<file path="src/rtl/relu_backward.sv">
`default_nettype none
// ============================================================================
//  Module   : relu_backward
//  Purpose  : Backward pass of a ReLU layer over a MAP_WIDTH x MAP_WIDTH map
//             of signed 32-bit elements. After a start request, one element
//             per clock is processed in row-major order. Each downstream
//             gradient is the upstream gradient where the forward-pass input
//             was strictly positive. Elsewhere it is zero, or the leaky
//             gradient (grad_in >>> 3) when RELU_BWD_LEAKY_EN is defined.
//
//  Macro    : RELU_BWD_LEAKY_EN - when defined, non-positive elements pass
//             grad_in >>> 3 (slope 1/8, rounds toward minus infinity)
//             instead of zero.
//
//  Ports    :
//    clk          in   1      rising-edge clock
//    rst          in   1      asynchronous active-high reset
//    start        in   1      pass request, honoured in IDLE or DONE
//    pre_act_map  in   N*32   forward ReLU input,  element k at [k*32 +: 32]
//    grad_in_map  in   N*32   upstream gradient,   same packing
//    grad_out_map out  N*32   downstream gradient, same packing (registered)
//    busy         out  1      pass in progress
//    done         out  1      pass finished, held until next start or reset
//    (N = MAP_WIDTH * MAP_WIDTH, legal MAP_WIDTH range 1..64)
//
//  Revision : 1.0  initial release
// ============================================================================
module relu_backward #(
  parameter int MAP_WIDTH = 4
) (
  input  logic                               clk,
  input  logic                               rst,
  input  logic                               start,
  input  logic [MAP_WIDTH*MAP_WIDTH*32-1:0]  pre_act_map,
  input  logic [MAP_WIDTH*MAP_WIDTH*32-1:0]  grad_in_map,
  output logic [MAP_WIDTH*MAP_WIDTH*32-1:0]  grad_out_map,
  output logic                               busy,
  output logic                               done
);

  localparam int c_NUM_ELEM = MAP_WIDTH * MAP_WIDTH;
  // A one-element map still needs a one-bit index so the counter is legal.
  localparam int c_IDX_W    = (c_NUM_ELEM > 1) ? $clog2(c_NUM_ELEM) : 1;
  localparam logic [c_IDX_W-1:0] c_LAST_IDX = c_IDX_W'(c_NUM_ELEM - 1);

  typedef enum logic [1:0] {
    IDLE = 2'd0,
    RUN  = 2'd1,
    DONE = 2'd2
  } state_t;

  state_t              r_state;
  state_t              w_state_next;
  logic                w_accept;
  logic                w_last;
  logic [c_IDX_W-1:0]  r_idx;

  logic signed [31:0]  w_pre_elem  [c_NUM_ELEM];
  logic signed [31:0]  w_grad_elem [c_NUM_ELEM];
  logic signed [31:0]  r_grad_out  [c_NUM_ELEM];

  logic signed [31:0]  w_pre_sel;
  logic signed [31:0]  w_grad_sel;
  logic signed [31:0]  w_gated;
  logic signed [31:0]  w_result;
  logic                w_positive;

  // --------------------------------------------------------------------------
  // Unpack the flat input buses and repack the registered result.
  // --------------------------------------------------------------------------
  generate
    for (genvar k = 0; k < c_NUM_ELEM; k++) begin : g_elem
      assign w_pre_elem[k]               = pre_act_map[k*32 +: 32];
      assign w_grad_elem[k]              = grad_in_map[k*32 +: 32];
      assign grad_out_map[k*32 +: 32]    = r_grad_out[k];
    end
  endgenerate

  // --------------------------------------------------------------------------
  // Element datapath: only the element addressed by r_idx is evaluated.
  // Zero counts as non-positive, so the strict signed compare gates it.
  // --------------------------------------------------------------------------
  assign w_pre_sel  = w_pre_elem[r_idx];
  assign w_grad_sel = w_grad_elem[r_idx];
  assign w_positive = (w_pre_sel > 32'sd0);

`ifdef RELU_BWD_LEAKY_EN
  // Arithmetic shift keeps the sign; result magnitude never exceeds the input.
  assign w_gated = w_grad_sel >>> 3;
`else
  assign w_gated = 32'sd0;
`endif

  assign w_result = w_positive ? w_grad_sel : w_gated;

  // --------------------------------------------------------------------------
  // Control FSM: state register
  // --------------------------------------------------------------------------
  always_ff @(posedge clk or posedge rst) begin
    if (rst) begin
      r_state <= IDLE;
    end else begin
      r_state <= w_state_next;
    end
  end

  // --------------------------------------------------------------------------
  // Control FSM: next state. start is ignored while RUN, so a request held
  // high across a pass produces exactly one pass; a request still high in
  // DONE launches the next pass back-to-back.
  // --------------------------------------------------------------------------
  always_comb begin
    w_state_next = r_state;
    w_accept     = 1'b0;
    w_last       = 1'b0;
    case (r_state)
      IDLE, DONE: begin
        if (start) begin
          w_state_next = RUN;
          w_accept     = 1'b1;
        end
      end
      RUN: begin
        if (r_idx == c_LAST_IDX) begin
          w_state_next = DONE;
          w_last       = 1'b1;
        end
      end
      default: begin
        w_state_next = IDLE;
      end
    endcase
  end

  // --------------------------------------------------------------------------
  // Index counter and result registers. Elements not yet reached in the
  // current pass keep whatever the previous pass left there.
  // --------------------------------------------------------------------------
  always_ff @(posedge clk or posedge rst) begin
    if (rst) begin
      r_idx <= '0;
      for (int k = 0; k < c_NUM_ELEM; k++) begin
        r_grad_out[k] <= 32'sd0;
      end
    end else if (r_state == RUN) begin
      r_grad_out[r_idx] <= w_result;
      r_idx             <= w_last ? '0 : (r_idx + 1'b1);
    end else if (w_accept) begin
      r_idx <= '0;
    end
  end

  // Both flags decode from a single state register, so they are exclusive.
  assign busy = (r_state == RUN);
  assign done = (r_state == DONE);

endmodule
`default_nettype wire

</file>
<file path="config.mk">
export PLATFORM = sky130hd
export DESIGN_NAME = relu_backward
export DESIGN_NICKNAME = d
export VERILOG_FILES = /design/src/rtl/relu_backward.sv
export SDC_FILE = /design/constraint.sdc
export NUM_CORES = 1
export LEC_CHECK = 0
export ABC_AREA = 1
export BUFFER_PORTS_ARGS = -buffer_cell sky130_fd_sc_hd__buf_2
export CORE_AREA = 4 4 600 602
export CTS_BUF_LIST = sky130_fd_sc_hd__clkbuf_8 sky130_fd_sc_hd__clkbuf_16
export CTS_CLUSTER_DIAMETER = 200
export DETAILED_ROUTE_END_ITERATION = 10
export DIE_AREA = 0 0 604 606
export GPL_ROUTABILITY_DRIVEN = 0
export PLACE_DENSITY = 0.35
export SYNTH_ARGS = -nofsm -noshare
export SYNTH_HDL_FRONTEND = slang
export SYNTH_SLANG_ARGS = --single-unit
</file>
<file path="constraint.sdc">
create_clock -name clk -period 19.63 [get_ports clk]
set_clock_uncertainty 0.05 [all_clocks]
set_input_delay 0.9815 -clock clk [delete_from_list [all_inputs] [get_ports clk]]
set_output_delay 0.9815 -clock clk [all_outputs]
set_load 0.005 [all_outputs]
</file>
# Word level (Yosys, flattened, before mapping)
# Cells that the tools add are included.
[op_classes] add_sub_neg=1 n_mul=0 n_div=0 magnitude_cmp=3 n_eq_ne=5 n_shift=0 mux=20 bitwise_logic=1 reduce_logical=5
[ops] operator="512-bit bitwise mux" count=1
[ops] operator="32-bit binary-select mux with 4-bit select" count=2
[ops] operator="32-bit two-way mux" count=6
[ops] operator="32-bit demux with 4-bit select" count=1
[ops] operator="32-bit by 1-bit > comparator with 1-bit output (second input constant)" count=1
[ops] operator="4-bit two-way mux" count=3
[ops] operator="5-bit >= comparator (second input constant)" count=1
[ops] operator="5-bit by 1-bit < comparator with 1-bit output (second input constant)" count=1
[ops] operator="4-bit inverter with 5-bit output" count=1
[ops] operator="4-bit by 1-bit adder with 4-bit output (second input constant)" count=1
[ops] operator="4-bit == test (second input constant)" count=1
[ops] operator="1-bit two-way mux" count=4
[ops] operator="2-bit two-way mux" count=2
[ops] operator="2-bit one-hot mux with 2 select lines" count=1
[ops] operator="2-bit by 1-bit == test with 1-bit output (second input constant)" count=1
[ops] operator="2-bit == test (second input constant)" count=1
[ops] operator="2-bit zero test" count=1
[ops] operator="2-bit by 1-bit inequality test with 1-bit output (second input constant)" count=1
[ops] operator="2-bit inequality test (second input constant)" count=1
[ops] operator="2-bit AND reduction" count=1
[ops] operator="2-bit nonzero test" count=1
[ops] operator="2-bit OR reduction" count=1
[ops] operator="1-bit logical AND" count=1
[totals] ff_bits=518 latchBits=0 ram_bits=0 mem_bits_ro=0 input_bits=1027 output_inout_bits=514 word_cells=53 memories=0

# Logic depth before layout (Yosys ltp)
[depth] word_depth=7 ltp_mapped=21 depth_no_buf=15

# Least setup slack after synthesis
# Ideal clock, no wire load.
[synth_path] kind="in2reg" startpoint="in pre_act_map[191]" endpoint="reg r_grad_out (netlist bit grad_out_map[30])" setup_ps=120 t_arrival_ps=2364 required_time_ps=19460 path_slack_ps=17096 cell_stages=16 n_path_buf=2 cell_sequence="inv_1 nand2_1 nand3_1 nand2_1 nand2_1 nand2_1 nor2_2 nand2_1 nor2_1 nand2_1 nor2_1 nand2_2 buf_4 buf_2 nand4_1 nand2_1"
[synth_via] elab_chain_len=6
[synth_lines] element="start: declaration" line_no="34" text="input logic [MAP_WIDTH*MAP_WIDTH*32-1:0] pre_act_map,"
[synth_lines] element="32-bit binary-select mux with 4-bit select" line_no="83" text="assign w_pre_sel = w_pre_elem[r_idx];"
[synth_lines] element="32-bit two-way mux (not written as such) (2 in series)" line_no="83"
[synth_lines] element="32-bit by 1-bit > comparator with 1-bit output" line_no="85" text="assign w_positive = (w_pre_sel > 32'sd0);"
[synth_lines] element="32-bit two-way mux" line_no="94" text="assign w_result = w_positive ? w_grad_sel : w_gated;"
[synth_lines] element="512-bit bitwise mux" line_no="146" text="r_grad_out[r_idx] <= w_result;"
[synth_lines] element="end signal: indexed assignment" line_no="146"
[synth_lines] element="end: declaration" line_no="60" text="logic signed [31:0] r_grad_out [c_NUM_ELEM];"
# No other way between the ends. The select of a mux whose other input is x is not followed.
# A chain may end at the register's enable or synchronous reset.

# Worst setup path in the final report
[layout_path] startpoint="reg r_idx[0]" endpoint="reg r_grad_out (netlist bit grad_out_map[419])"
[layout_via] elab_chain_len=7 elab_cells_between_ends=15 classes_between="3 x order compare; 10 x mux; 1 x bitwise; 1 x reduce/logical"
[layout_lines] element="start: declaration" line_no="56" text="logic [c_IDX_W-1:0] r_idx;"
[layout_lines] element="start signal: assignment" line_no="147" text="r_idx <= w_last ? '0 : (r_idx + 1'b1);"
[layout_lines] element="4-bit inverter with 5-bit output (not written as such) *" line_no="83, 84, 146"
[layout_lines] element="32-bit binary-select mux with 4-bit select" line_no="83"
[layout_lines] element="32-bit two-way mux (not written as such) (2 in series)" line_no="83"
[layout_lines] element="32-bit by 1-bit > comparator with 1-bit output" line_no="85"
[layout_lines] element="32-bit two-way mux" line_no="94"
[layout_lines] element="512-bit bitwise mux *" line_no="146"
# Every way passes the cells marked *; elsewhere a longest branch is shown, timed or not. The select of a mux whose other input is x is not followed.

==> out/results.tsv <==
stage	metric	value	unit
cts	tritoncts	done	
drt	drt-initial-drc-count	4881	
cts	clock_sinks	518	
drt	ant_nets	0	
worst_setup_path	critPathRequiredTime	20.17	ns
die	start_util	8.93	%
logic_synthesis	synth_compound_area_share	9.20	%
worst_setup_path	rrSetupSlack	10.88	ns
cts	post_cts_buffers	0	
global_routing	grt_overflow	0	
cts	ctsResizeCount	0	
worst_setup_path	worst_path_max_delay_cell	buf_4	
timing	setup_tns	0	ns
logic_synthesis	synth_simple_gate_area_share	40.8	%
global_routing	grt_pass1_vias	39001	
run	cap_violations	0	
logic_synthesis	syn_avg_cell_area	6.74	sq um
drt	dr.pass1.iters	6	
logic_synthesis	yosysSeqAreaShare	40.9	%
worst_setup_path	path_cells	buf_4 -> buf_4 -> buf_12 -> buf_4 -> nor2_1 -> nor2_1 -> o21ai_0 -> nand2_1 -> nand2_1 -> nand2_1 -> nor2_1 -> nand2_1 -> nor2_1 -> nand2_1 -> nor2_1 -> nand2_8 -> buf_4 -> buf_4 -> buf_4 -> buf_12 -> nand4_1 -> nand2_1	
logic_synthesis	mappedNetlistArea	31700	sq um
drt	drc	0	
power	combPwrFrac	65.0	%
power	internal_power	3.78	mW
power	seq_power_share	20.8	%
timing	slew_violations	0	
cts	cts_buffer_depth	3	
cts	worstSkewPairLatency	0.68	ns
logic_synthesis	synth_cell_type_count	25	
global_routing	grt_util_all_layers	16.7	%
worst_setup_path	start_kind	register	
worst_setup_path	r2r_start	r_idx[0]	
timing	fin_crit_sh	44.6	%
final_layout	design_area	47200	sq um
drt	wl_per_cell	29.6	um
logic_synthesis	synthArstFlopShare	100	%
power	switching_share	60.5	%
drt	routed-via-count	41253	
worst_setup_path	cp_max_fo	203	
global_routing	grt_max_degree	204	
drt	vias_per_cell	3.79	
final_layout	area_growth	48.9	%
die	die_h	606	um
timing	hold_viol	0	
final_layout	nets	7020	
worst_setup_path	slowest_delay	0.84	ns
logic_synthesis	synth_xor_area_share	0.0276	%
logic_synthesis	synth_fa_ha_area_share	0.158	%
logic_synthesis	syn_nets	5735	
cts	cts_buffers	69	
power	clkPwrFrac	14.1	%
power	p_leak	24.3	nW
placed_design	placed_area	44500	sq um
timing	rsz0062_at_grt	false	
die	ios	1541	
global_routing	antenna_found_initial	155	
timing	fin_crit	8.75	ns
die	die_w	604	um
logic_synthesis	synth_top_family_by_area	simple AND/OR/NAND/NOR gates	
worst_hold_path	holdCritStartpoint	grad_out_map[393]	
worst_setup_path	arrival	9.29	ns
timing	setup_viol	0	
worst_setup_path	critical_path_class	reg -> reg	
die	core	355000	sq um
cts	cts.clk_slew.worst_paths	0.07	ns
worst_setup_path	crit_buf_inv	8	
power	irDropWorstVdd	117	uV
worst_setup_path	r2r-end	grad_out_map[419]	
status	status	complete, no violations	
worst_setup_path	worstRegToRegCells	22	
logic_synthesis	synth-edff-count	0	
die	rows	219	
power	power_density	202	nW/um^2
placed_design	port_buffers	1540	
timing	slew_headroom	6.96	%
logic_synthesis	ys_seq_elements	518	
logic_synthesis	syn_inst	4704	
logic_synthesis	synthMuxAreaShare	0.0948	%
worst_setup_path	critical_path.top_delay_family	buffers and inverters	
logic_synthesis	ys.flop_type	dfrtp_1	
timing	worst_slew_pin_slew	1.38	ns
worst_hold_path	hold_path.class	reg -> reg	
die	die_area	366000	sq um
cts	h-tree-depth	3	
placed_design	dpl.hpwl	254000	um
drt	wl	323000	um
timing	clock.fmax	114	MHz
power	p_sw	5.78	mW
worst_setup_path	critPathCaptureType	register	
worst_hold_path	min_delay_worst_endpoint	grad_out_map[393]	
cts	cts_hold_repair.buffers	0	
global_routing	grt_pass1_wl	406000	um
cts	cts_root_buf	clkbuf_16	
final_layout	drive_above_1_share	30.3	%
logic_synthesis	ys_warn_count	0	
worst_hold_path	min_path_cells	2	
-- cell usage in the layout (no fill, tap or decap) --
cell / count
clkinv_16: 4
dfrtp_4: 2
o21ai_0: 86
a32o_1: 6
nand2_8: 1
nor2_4: 43
clkbuf_16: 69
buf_2: 1540
clkbuf_8: 16
nand3_1: 79
inv_16: 2
a22oi_1: 56
nor2_1: 176
inv_2: 7
nand2_4: 1
xor2_1: 1
ha_1: 4
clkinv_2: 13
nor2_2: 6
o31ai_1: 1
a32oi_1: 62
inv_6: 3
clkinv_8: 1
a21oi_4: 3
o21ai_1: 30
buf_12: 5
inv_1: 199
dfrtp_1: 516
nand2_1: 2238
o22ai_1: 61
inv_8: 4
clkinvlp_4: 1
buf_4: 106
bufinv_16: 4
nand4_1: 513
a21oi_1: 181
diode_2: 99
mux2i_1: 3
-- how the worst max path moves through the flow --
stage	start	to	slack, ns	cells after the start
finish	r_idx[0]	grad_out_map[419]	10.88	22
global route	r_idx[0]	grad_out_map[446]	10.40	22
CTS	r_idx[0]	grad_out_map[384]	11.08	22
detailed placement	r_idx[0]	grad_out_map[413]	11.12	22
global placement	r_idx[0]	grad_out_map[409]	11.18	22
floorplan	rst	grad_out_map[0]	4.13	1
-- worst reg2reg max path: stages (launching register included) --
cell     delay [ns]
dfrtp_4        0.74
buf_4          0.55
buf_4          0.65
buf_12         0.45
buf_4          0.78
nor2_1         0.13
nor2_1         0.09
o21ai_0        0.10
nand2_1        0.19
nand2_1        0.07
nand2_1        0.09
nor2_1         0.04
nand2_1        0.19
nor2_1         0.07
nand2_1        0.06
nor2_1         0.08
nand2_8        0.42
buf_4          0.82
buf_4          0.89
buf_4          0.89
buf_12         0.72
nand4_1        0.47
nand2_1        0.11
-- cell type report --
cell class | instances | area, sq um
timing repair buffer | 1651 | 8600
antenna | 99 | 248
tap | 4751 | 5940
sequential | 518 | 13000
multi-input combinational | 3551 | 16300
clock inverter | 40 | 444
inverter | 198 | 769
clock buffer | 85 | 1950
fill | 41705 | 308000
-- synthesized netlist by cell type (29+ instances only) --
cell / count / share of area [%]
nand2_1: 2239 / 27
dfrtp_1: 518 / 41
nand4_1: 513 / 10
clkbuf_1: 239 / 2.8
inv_1: 197 / 2.3
nor2_1: 194 / 2.3
a21oi_1: 184 / 2.9
buf_2: 139 / 2.2
o21ai_0: 87 / 1.4
nand3_1: 79 / 1.2
a32oi_1: 62 / 1.7
o22ai_1: 61 / 1.2
a22oi_1: 56 / 1.3
nor2_2: 31 / 0.61
o21ai_1: 29 / 0.46
-- sequential cells by signal, summed over array words and instances, names as in the netlist --
signal,cells
grad_out_map,512
r_idx,4
r_state,2
-- logic make-up (layout without fill, tap and decap cells) --
group / Yosys count / count (layout)
compound gates: 486 / 486
xor+xnor: 1 / 1
fa+ha+maj: 4 / 4
buf+inv: 635 / 1974
flops: 518 / 518
mux: 3 / 3
other cells: 0 / 99
simple gates: 3057 / 3057
-- per-stage QoR --
stage                     total power [mW]  hold slack (ns)  worst slack [ns]  utilization, %  instances
after global routing                  10.1            0.401             10.40            13.3      10865
after global placement                8.34            0.412             11.18            12.6      10669
final                                 9.55            0.422             10.88            13.3      10893
after CTS                             9.71            0.389             11.08            13.2      10794
after floorplan                       4.50            0.402              4.13               -       4704
after detailed placement              8.31            0.411             11.12            12.6      10669
-- metal layers --
layer | track usage [%] | share of wire [%] | vias up
li1 | - | - | 18218
met1 | 21.6 | 42 | 20485
met2 | 26.9 | 46 | 2074
met3 | 4.68 | 8.4 | 410
met4 | 4.53 | 3.2 | 66
met5 | 0 | 0.12 | -
-- power groups by stage --
stage | Combinational (mW) | Clock (mW) | Sequential [mW]
finish | 6.21 | 1.35 | 1.99
global route | 6.61 | 1.43 | 2.04
CTS | 6.32 | 1.40 | 1.99
detailed placement | 6.31 | 0 | 2.00
global placement | 6.33 | 0 | 2.01
floorplan | 2.60 | 0 | 1.91
Note: power is estimated with default switching activity, not from simulation.
